**src/rtl/gray_pkg.sv**
```systemverilog
`default_nettype none
// ============================================================================
// Module      : gray_pkg
// Description : Shared Gray-code width default and binary-to-Gray conversion.
// Revision    : 1.0 - initial release
// ============================================================================
package gray_pkg;

    localparam int DEFAULT_WIDTH  = 32;
    // Widest code the conversion helper handles; callers zero-extend and truncate.
    localparam int GRAY_MAX_WIDTH = 128;

    typedef logic [GRAY_MAX_WIDTH-1:0] grayWide_t;

    function automatic grayWide_t bin_to_gray(input grayWide_t b);
        return b ^ (b >> 1);
    endfunction

endpackage
`default_nettype wire

```
**src/rtl/gray_step.sv**
```systemverilog
`default_nettype none
// ============================================================================
// Module      : gray_step
// Description : Next-state logic for gray_counter: load/step mux, limit
//               detection, terminal-count and next Gray code.
// Revision    : 1.0 - initial release
// ============================================================================
module gray_step
    import gray_pkg::*;
#(
    parameter int WIDTH = DEFAULT_WIDTH,
    parameter bit WRAP  = 1'b1
) (
    input  logic [WIDTH-1:0] bin,
    input  logic             en,
    input  logic             up,
    input  logic             load,
    input  logic [WIDTH-1:0] d,
    output logic [WIDTH-1:0] binNext,
    output logic [WIDTH-1:0] grayNext,
    output logic             tcNext
);

    localparam logic [WIDTH-1:0] c_maxCount = '1;

    logic             w_atLimit;
    logic [WIDTH-1:0] w_stepped;

    always_comb begin
        w_atLimit = up ? (bin == c_maxCount) : (bin == '0);
        w_stepped = up ? (bin + WIDTH'(1)) : (bin - WIDTH'(1));

        binNext = bin;
        tcNext  = 1'b0;
        if (load) begin
            binNext = d;
        end else if (en) begin
            // A step off either end flags tc whether it wraps or is blocked.
            tcNext = w_atLimit;
            if (!w_atLimit || WRAP) begin
                binNext = w_stepped;
            end
        end

        grayNext = WIDTH'(bin_to_gray(GRAY_MAX_WIDTH'(binNext)));
    end

endmodule
`default_nettype wire

```
**src/rtl/gray_counter.sv**
```systemverilog
`default_nettype none
// ============================================================================
// Module      : gray_counter
// Description : Up/down counter with registered binary count, registered
//               Gray code of that count and a one-cycle terminal-count pulse.
// Revision    : 1.0 - initial release
// ============================================================================
module gray_counter
    import gray_pkg::*;
#(
    parameter int WIDTH = DEFAULT_WIDTH,   // 2 .. GRAY_MAX_WIDTH
    parameter bit WRAP  = 1'b1
) (
    input  logic             clk,
    input  logic             rst,
    input  logic             en,
    input  logic             up,
    input  logic             load,
    input  logic [WIDTH-1:0] d,
    output logic [WIDTH-1:0] gray,
    output logic [WIDTH-1:0] bin,
    output logic             tc
);

    logic [WIDTH-1:0] r_bin;
    logic [WIDTH-1:0] r_gray;
    logic             r_tc;

    logic [WIDTH-1:0] w_binNext;
    logic [WIDTH-1:0] w_grayNext;
    logic             w_tcNext;

    gray_step #(
        .WIDTH (WIDTH),
        .WRAP  (WRAP)
    ) u_step (
        .bin      (r_bin),
        .en       (en),
        .up       (up),
        .load     (load),
        .d        (d),
        .binNext  (w_binNext),
        .grayNext (w_grayNext),
        .tcNext   (w_tcNext)
    );

    // Gray is its own flop so the output never glitches through decode logic.
    always_ff @(posedge clk or posedge rst) begin
        if (rst) begin
            r_bin  <= '0;
            r_gray <= '0;
            r_tc   <= 1'b0;
        end else begin
            r_bin  <= w_binNext;
            r_gray <= w_grayNext;
            r_tc   <= w_tcNext;
        end
    end

    assign bin  = r_bin;
    assign gray = r_gray;
    assign tc   = r_tc;

endmodule
`default_nettype wire

```
**config.mk**
```make
export PLATFORM = sky130hd
export DESIGN_NAME = gray_counter
export DESIGN_NICKNAME = d
export VERILOG_FILES = /design/src/rtl/gray_pkg.sv /design/src/rtl/gray_step.sv /design/src/rtl/gray_counter.sv
export SDC_FILE = /design/constraint.sdc
export NUM_CORES = 1
export LEC_CHECK = 0
export BUFFER_PORTS_ARGS = -buffer_cell sky130_fd_sc_hd__buf_2
export CORE_MARGIN = 3
export CORE_UTILIZATION = 55
export CTS_CLUSTER_SIZE = 14
export DETAILED_ROUTE_END_ITERATION = 10
export GPL_TIMING_DRIVEN = 0
export HOLD_SLACK_MARGIN = 0.15
export PLACE_DENSITY = 0.81
export SLEW_MARGIN = 20
export SYNTH_ARGS = -nofsm -noshare
export SYNTH_HDL_FRONTEND = slang
export SYNTH_HIERARCHICAL = 1
export SYNTH_SLANG_ARGS = --single-unit
```
**constraint.sdc**
```tcl
create_clock -name clk -period 3.7 [get_ports clk]
set_input_delay 0.74 -clock clk [delete_from_list [all_inputs] [get_ports clk]]
set_output_delay 0.74 -clock clk [all_outputs]
set_load 0.005 [all_outputs]
```
==> impl_metrics.toml, run 1 <==
[worst_hold_path]
hp-class = "in -> async"

[cts]
insertion_delay_ps = 350
clockRootBuffer = "clkbuf_8"
cts_buffers = 9
holdBufCountCts = 0
clk_pin_slew_ps = 70
cts_tree = "yes"
cts_buffer_depth = 2
htreeDepth = 3
clkSinkCount = 65

[floorplanning]
die_y_um = 95.6
core-area_mm2 = 0.00777
io_pins = 102
die_area_mm2 = 0.00913
dieWidth_um = 95.6
start_util = 0.568
row_count = 32

[global_route]
grt_max_degree = 36
grt_use_total = 0.284
overflow = 0
grt_pass1_wl_mm = 19.6
grt_pass1_vias = 4021
antenna_found_initial = 0

[timing]
finalHoldViolations = 0
min_period_over_period = 0.976
fmax_mhz = 277
finalSetupViolCount = 0
clock_skew_ps = 9.34
period_needed_ps = 3610
rsz0062_at_grt = "no"
tightest_slew_ps = 901
hold_slack_ps = 385
maxSlewViolCount = 0
max_slew_margin = 0.397

[placed_design]
gp_congestion = 0.906
io_buffers = 101
hpwl_mm = 9.17

[worst_setup_path]
start_kind = "primary input"
cp_data_arrival_time_ps = 3830
r2r_setup_slack_ps = 260
endpoint_kind = "register"
rr_startpoint = "bin[0]$_DFF_PP0_"
r2r-end = "gray[30]$_DFF_PP0_"
ff2ff_path_depth = 12
critical_path_required_ps = 3920
worstSetupPathType = "in -> reg"
worstPathMaxFanout = 11

[yosys]
yosysMostFrequentCell = "dfrtp_1"
synthesis.nets = 536
yosysSeqAreaShare = 0.369
yosys_warnings = 6
synthDistinctLibCells = 60
synthTopCellsByArea = "dfrtp_1 (37%), ha_1 (8.5%), xnor2_1 (6.7%)"
async_flop_share = 1.00
synth-main-ff-cell = "dfrtp_1"
syn_area_mm2 = 0.00441
synth_largest_area_cell = "dfrtp_1"
ys_ff_latch = 65
synthCells = 468
avgSynthCellArea_um2 = 9.43
synth_edf_count = 0
ys_top_cells_by_count = "dfrtp_1 (65), a21oi_1 (38), nand2_1 (34), xnor2_1 (34), ha_1 (30)"
synth_top_area_frac = 0.369

[pwr]
peakVddDrop_uv = 296
leakage_nw = 2.54
p_total_mw = 2.96
powerDensity_mw_per_mm2 = 558

[final_layout]
num-fill-cells = 672
nets = 655
n_antenna_cell = 0
layout-drive-gt1-share = 0.258
area_growth_pct = 20.3

[drt]
antenna_left = 0
vias = 4080
drt_iter0_markers = 206
drt-total-wl_mm = 12.7
dr.pass1.iters = 4
wl_per_cell_um = 18.3
via_per_inst = 5.90
drc = 0

[status]
status = "finished clean"

[job]
maxCapViolations = 0
[layout make-up]
type	instances	area, um2	area share
inverter	22	88.8	0.0167
clock inverter	4	22.5	0.00424
tap	102	128	0.0240
clock buffer	10	128	0.0240
multi-input combinational	361	2630	0.495
sequential	65	1630	0.306
timing repair buffer	107	588	0.111
timing repair inverter	1	7.51	0.00141
buffer	20	92.6	0.0174
[worst max-delay path, stage by stage]
cell and delay (ps):
buf_2 220, clkinvlp_4 210, buf_12 190, ha_1 280, buf_2 160, and3_1 200, and3_1 200, a211o_4 370
a21oi_4 260, o41ai_4 140, a41oi_1 330, xor2_1 210, o21ai_2 100, xor2_1 210
[worst max-delay path by stage]
stage                     startpoint                 end  slack, ps  cells past startpoint
after floorplan                   up  gray[17]$_DFF_PP0_         20                     12
after global placement            up  gray[17]$_DFF_PP0_       -640                     13
after detailed placement          up  gray[17]$_DFF_PP0_       -680                     13
after CTS                         up  gray[17]$_DFF_PP0_        150                     14
after global routing              up  gray[17]$_DFF_PP0_          2                     14
final                             up  gray[30]$_DFF_PP0_         90                     14
[flip-flops by register name, indices dropped and copies added (netlist names)]
register and count:
bin 32, gray 32, tc 1
[metal layers]
metal,routed length (um),part of all wire,global-route usage
met5,0,0,0
met4,340,0.027,0.115
met3,858,0.068,0.0718
met2,6070,0.48,0.470
met1,5410,0.43,0.351
[what timing repair did]
action / CTS / global route
gates resized for setup: 1 / 5
cloned: 1 / 0
pin swaps: 0 / 0
buffers inserted: 2 / 3
endpoints found under the setup margin: 31 / 8
[placed cells by master (no fill, tap or decap), drive strengths merged, types with 15 or more instances in the layout]
cell      n
ha       30
mux2i    15
buf     115
xnor2    34
inv      21
nand2    34
o21ai    35
xor2     25
clkbuf   22
dfrtp    65
a21oi    40
nor2     27
[per-stage QoR]
step	setup TNS [ps]	worst slack (ps)	utilization	area, um2	instances
final	0	90.6	0.683	5310	692
after global routing	0	1.52	0.683	5310	692
after global placement	-18320	-636	0.650	5050	671
after detailed placement	-20100	-678	0.653	5070	672
after CTS	0	146	0.677	5260	689
after floorplan	0	20.4	-	4420	468
[cell families (layout without fill, tap and decap cells)]
kind of cell,Yosys count,count (layout),synth area share
mux,19,19,0.0451
xor+xnor,59,59,0.117
compound gates,137,137,0.211
simple gates,115,115,0.128
buf+inv,42,164,0.0397
fa+ha+maj,31,31,0.0896
flops,65,65,0.369
[power breakdown]
part	switching, mW	total [mW]	internal (mW)
Combinational	0.778	1.41	0.631
Clock	0.270	0.502	0.232
Sequential	0.139	1.05	0.911
Total	1.19	2.96	1.77
Power figures use the tool's default switching activity.
==> inputs of run 2 (changes only) <==
--- a/config.mk
+++ b/config.mk
@@ -16,5 +16,4 @@
 export SLEW_MARGIN = 20
 export SYNTH_ARGS = -nofsm -noshare
 export SYNTH_HDL_FRONTEND = slang
-export SYNTH_HIERARCHICAL = 1
 export SYNTH_SLANG_ARGS = --single-unit
==> impl_metrics.toml, run 2 <==
[final_layout]
final_cell_mix = "buf_2 (100), dfrtp_1 (64), a21oi_1 (45)"
nets = 652
layout-drive-gt1-share = 0.273
final_core_util = 0.715
num-fill-cells = 600
largest_reg_flops = 32
final_common_cell = "buf_2"
n_antenna_cell = 0
area_growth_pct = 21.7
fin_cells = 688

[pwr]
pwr-share-clk = 0.185
sw_frac_of_total = 0.393
seqPwrFrac = 0.338
leakage_nw = 2.55
p_sw_mw = 1.24
peakVddDrop_uv = 291
p_int_mw = 1.91
power_frac_comb = 0.478
powerDensity_mw_per_mm2 = 587

[floorplanning]
start_util = 0.588
io_pins = 102
die_y_um = 95.4
dieWidth_um = 95.4
die_area_mm2 = 0.00911
core-area_mm2 = 0.00749
row_count = 31

[drt]
drc = 0
antenna_left = 0
drt_iter0_markers = 221
dr.pass1.iters = 5
drt-total-wl_mm = 12.5
via_per_inst = 5.94
vias = 4085
wl_per_cell_um = 18.1

[cts]
clk_pin_slew_ps = 70
insertion_delay_ps = 350
clkSinkCount = 64
htreeDepth = 3
clockRootBuffer = "clkbuf_8"
cts_buffers = 9
cts_buffer_depth = 2
cts_tree = "yes"

[yosys]
yosysMostFrequentCell = "dfrtp_1"
async_flop_share = 1.00
ys_ff_latch = 64
synthDistinctLibCells = 60
yosysSeqAreaShare = 0.364
synth_largest_area_cell = "dfrtp_1"
syn_area_mm2 = 0.00440
synth_edf_count = 0
ys_top_cells_by_count = "dfrtp_1 (64), a21oi_1 (46), xnor2_1 (38), inv_1 (33), ha_1 (30)"
synth-main-ff-cell = "dfrtp_1"
synthTopCellsByArea = "dfrtp_1 (36%), ha_1 (8.5%), xnor2_1 (7.6%)"
synthCells = 467
avgSynthCellArea_um2 = 9.42
synth_top_area_frac = 0.364
yosys_warnings = 0
synthesis.nets = 535

[timing]
fin_setup_tns_ps = 0
rsz0062_at_grt = "no"
finalHoldViolations = 0
maxSlewViolCount = 0
clock_skew_ps = 9.70
fmax_mhz = 280
tightest_slew_ps = 958
max_slew_margin = 0.361
finalSetupViolCount = 0
period_needed_ps = 3570
min_period_over_period = 0.965

[worst_hold_path]
hp-class = "in -> async"

[worst_setup_path]
critPathMaxStageDelay_ps = 350
worstPathMaxFanout = 14
cp_data_arrival_time_ps = 3780
endpoint_kind = "register"
critical_path_required_ps = 3910
crit_slowest_cell = "ha_1"
start_kind = "primary input"
worstSetupPathType = "in -> reg"
crit_chain = "buf_6 -> clkinvlp_4 -> buf_12 -> ha_1 -> and2b_2 -> o31ai_2 -> a21oi_2 -> a31o_4 -> a21oi_4 -> a211oi_2 -> a311oi_1 -> xor2_1 -> o21ai_1 -> xnor2_1"

[placed_design]
gp_congestion = 0.891
dp_cells = 667
io_buffers = 100
hpwl_mm = 9.12

[global_route]
grt_max_degree = 34
grt_pass1_wl_mm = 19.8
grt_use_total = 0.285
overflow = 0
grt_pass1_vias = 4007
antenna_found_initial = 0

[status]
status = "finished clean"

[job]
maxCapViolations = 0
[run 2: cell families (layout without fill, tap and decap cells)]
group / count (synthesis) / in the layout / share of synthesized area
AND/OR/NAND/NOR: 117 / 117 / 0.142
adder cells (fa/ha/maj): 31 / 31 / 0.0899
AO/OA/AOI/OAI: 128 / 128 / 0.188
flip-flops: 64 / 64 / 0.364
buffers and inverters: 48 / 170 / 0.0515
XOR/XNOR: 59 / 59 / 0.117
multiplexers: 20 / 20 / 0.0472
[run 2: worst max-delay path: cells and delay by family]
| kind | cells | cell delay [ps] |
|---|---|---|
| compound gates | 7 | 1780 |
| buf+inv | 3 | 400 |
| fa+ha+maj | 1 | 350 |
| xor+xnor | 2 | 270 |
| simple gates | 1 | 230 |
[run 2: path summary, 6_finish.rpt]
| check | end | slack [ps] | depth (start not counted) | startpoint |
|---|---|---|---|---|
| worst max-delay path | gray[28]$_DFF_PP0_ | 130 | 14 | up |
| worst min-delay path | bin[31]$_DFF_PP0_ | 390 | 2 | rst |
| worst max register to register | gray[30]$_DFF_PP0_ | 310 | 11 | bin[0]$_DFF_PP0_ |
| worst min register to register | bin[29]$_DFF_PP0_ | 670 | 2 | bin[29]$_DFF_PP0_ |
| max in group asynchronous | gray[15]$_DFF_PP0_ | 2800 | 3 | rst |
| min in group clk | bin[19]$_DFF_PP0_ | 650 | 3 | d[19] |
[run 2: cell type report]
| class | instances | area (um2) | share of cell area |
|---|---|---|---|
| Buffer | 15 | 103 | 0.0192 |
| Clock buffer | 12 | 135 | 0.0252 |
| Clock inverter | 4 | 45.0 | 0.00842 |
| Inverter | 33 | 130 | 0.0243 |
| Multi-Input combinational cell | 355 | 2640 | 0.493 |
| Sequential cell | 64 | 1600 | 0.299 |
| Tap cell | 99 | 124 | 0.0231 |
| Timing Repair Buffer | 105 | 569 | 0.106 |
| Timing Repair inverter | 1 | 7.51 | 0.00140 |
[run 2: timing repair]
| item | CTS | global route |
|---|---|---|
| endpoints found under the setup margin | 38 | 17 |
| setup buffers | 3 | 1 |
| gates resized for setup | 7 | 12 |
| pin swaps | 0 | 2 |
| cloned | 1 | 0 |
| hold buffers | 0 | 0 |
[run 2: per-layer routing]
layer / share of wire / global-route usage
met1: 0.45 / 0.391
met2: 0.47 / 0.455
met3: 0.062 / 0.0434
met4: 0.018 / 0.104
met5: 0 / 0
[run 2: power groups by stage]
stage	Clock [mW]	Sequential [mW]	Combinational [mW]
finish	0.581	1.06	1.50
global placement	0	1.06	1.39
CTS	0.590	1.06	1.46
global route	0.615	1.08	1.65
floorplan	0	1.06	0.952
detailed placement	0	1.06	1.43
[run 2: through the flow]
step	instance area (um2)	setup WS, ps	hold WS, ps	power (mW)
after floorplan	4410	-8.28	578	2.01
after global placement	5030	-1090	601	2.45
after detailed placement	5060	-1200	614	2.50
after CTS	5310	58.7	390	3.11
after global routing	5350	1.29	420	3.35
final	5350	128	387	3.14
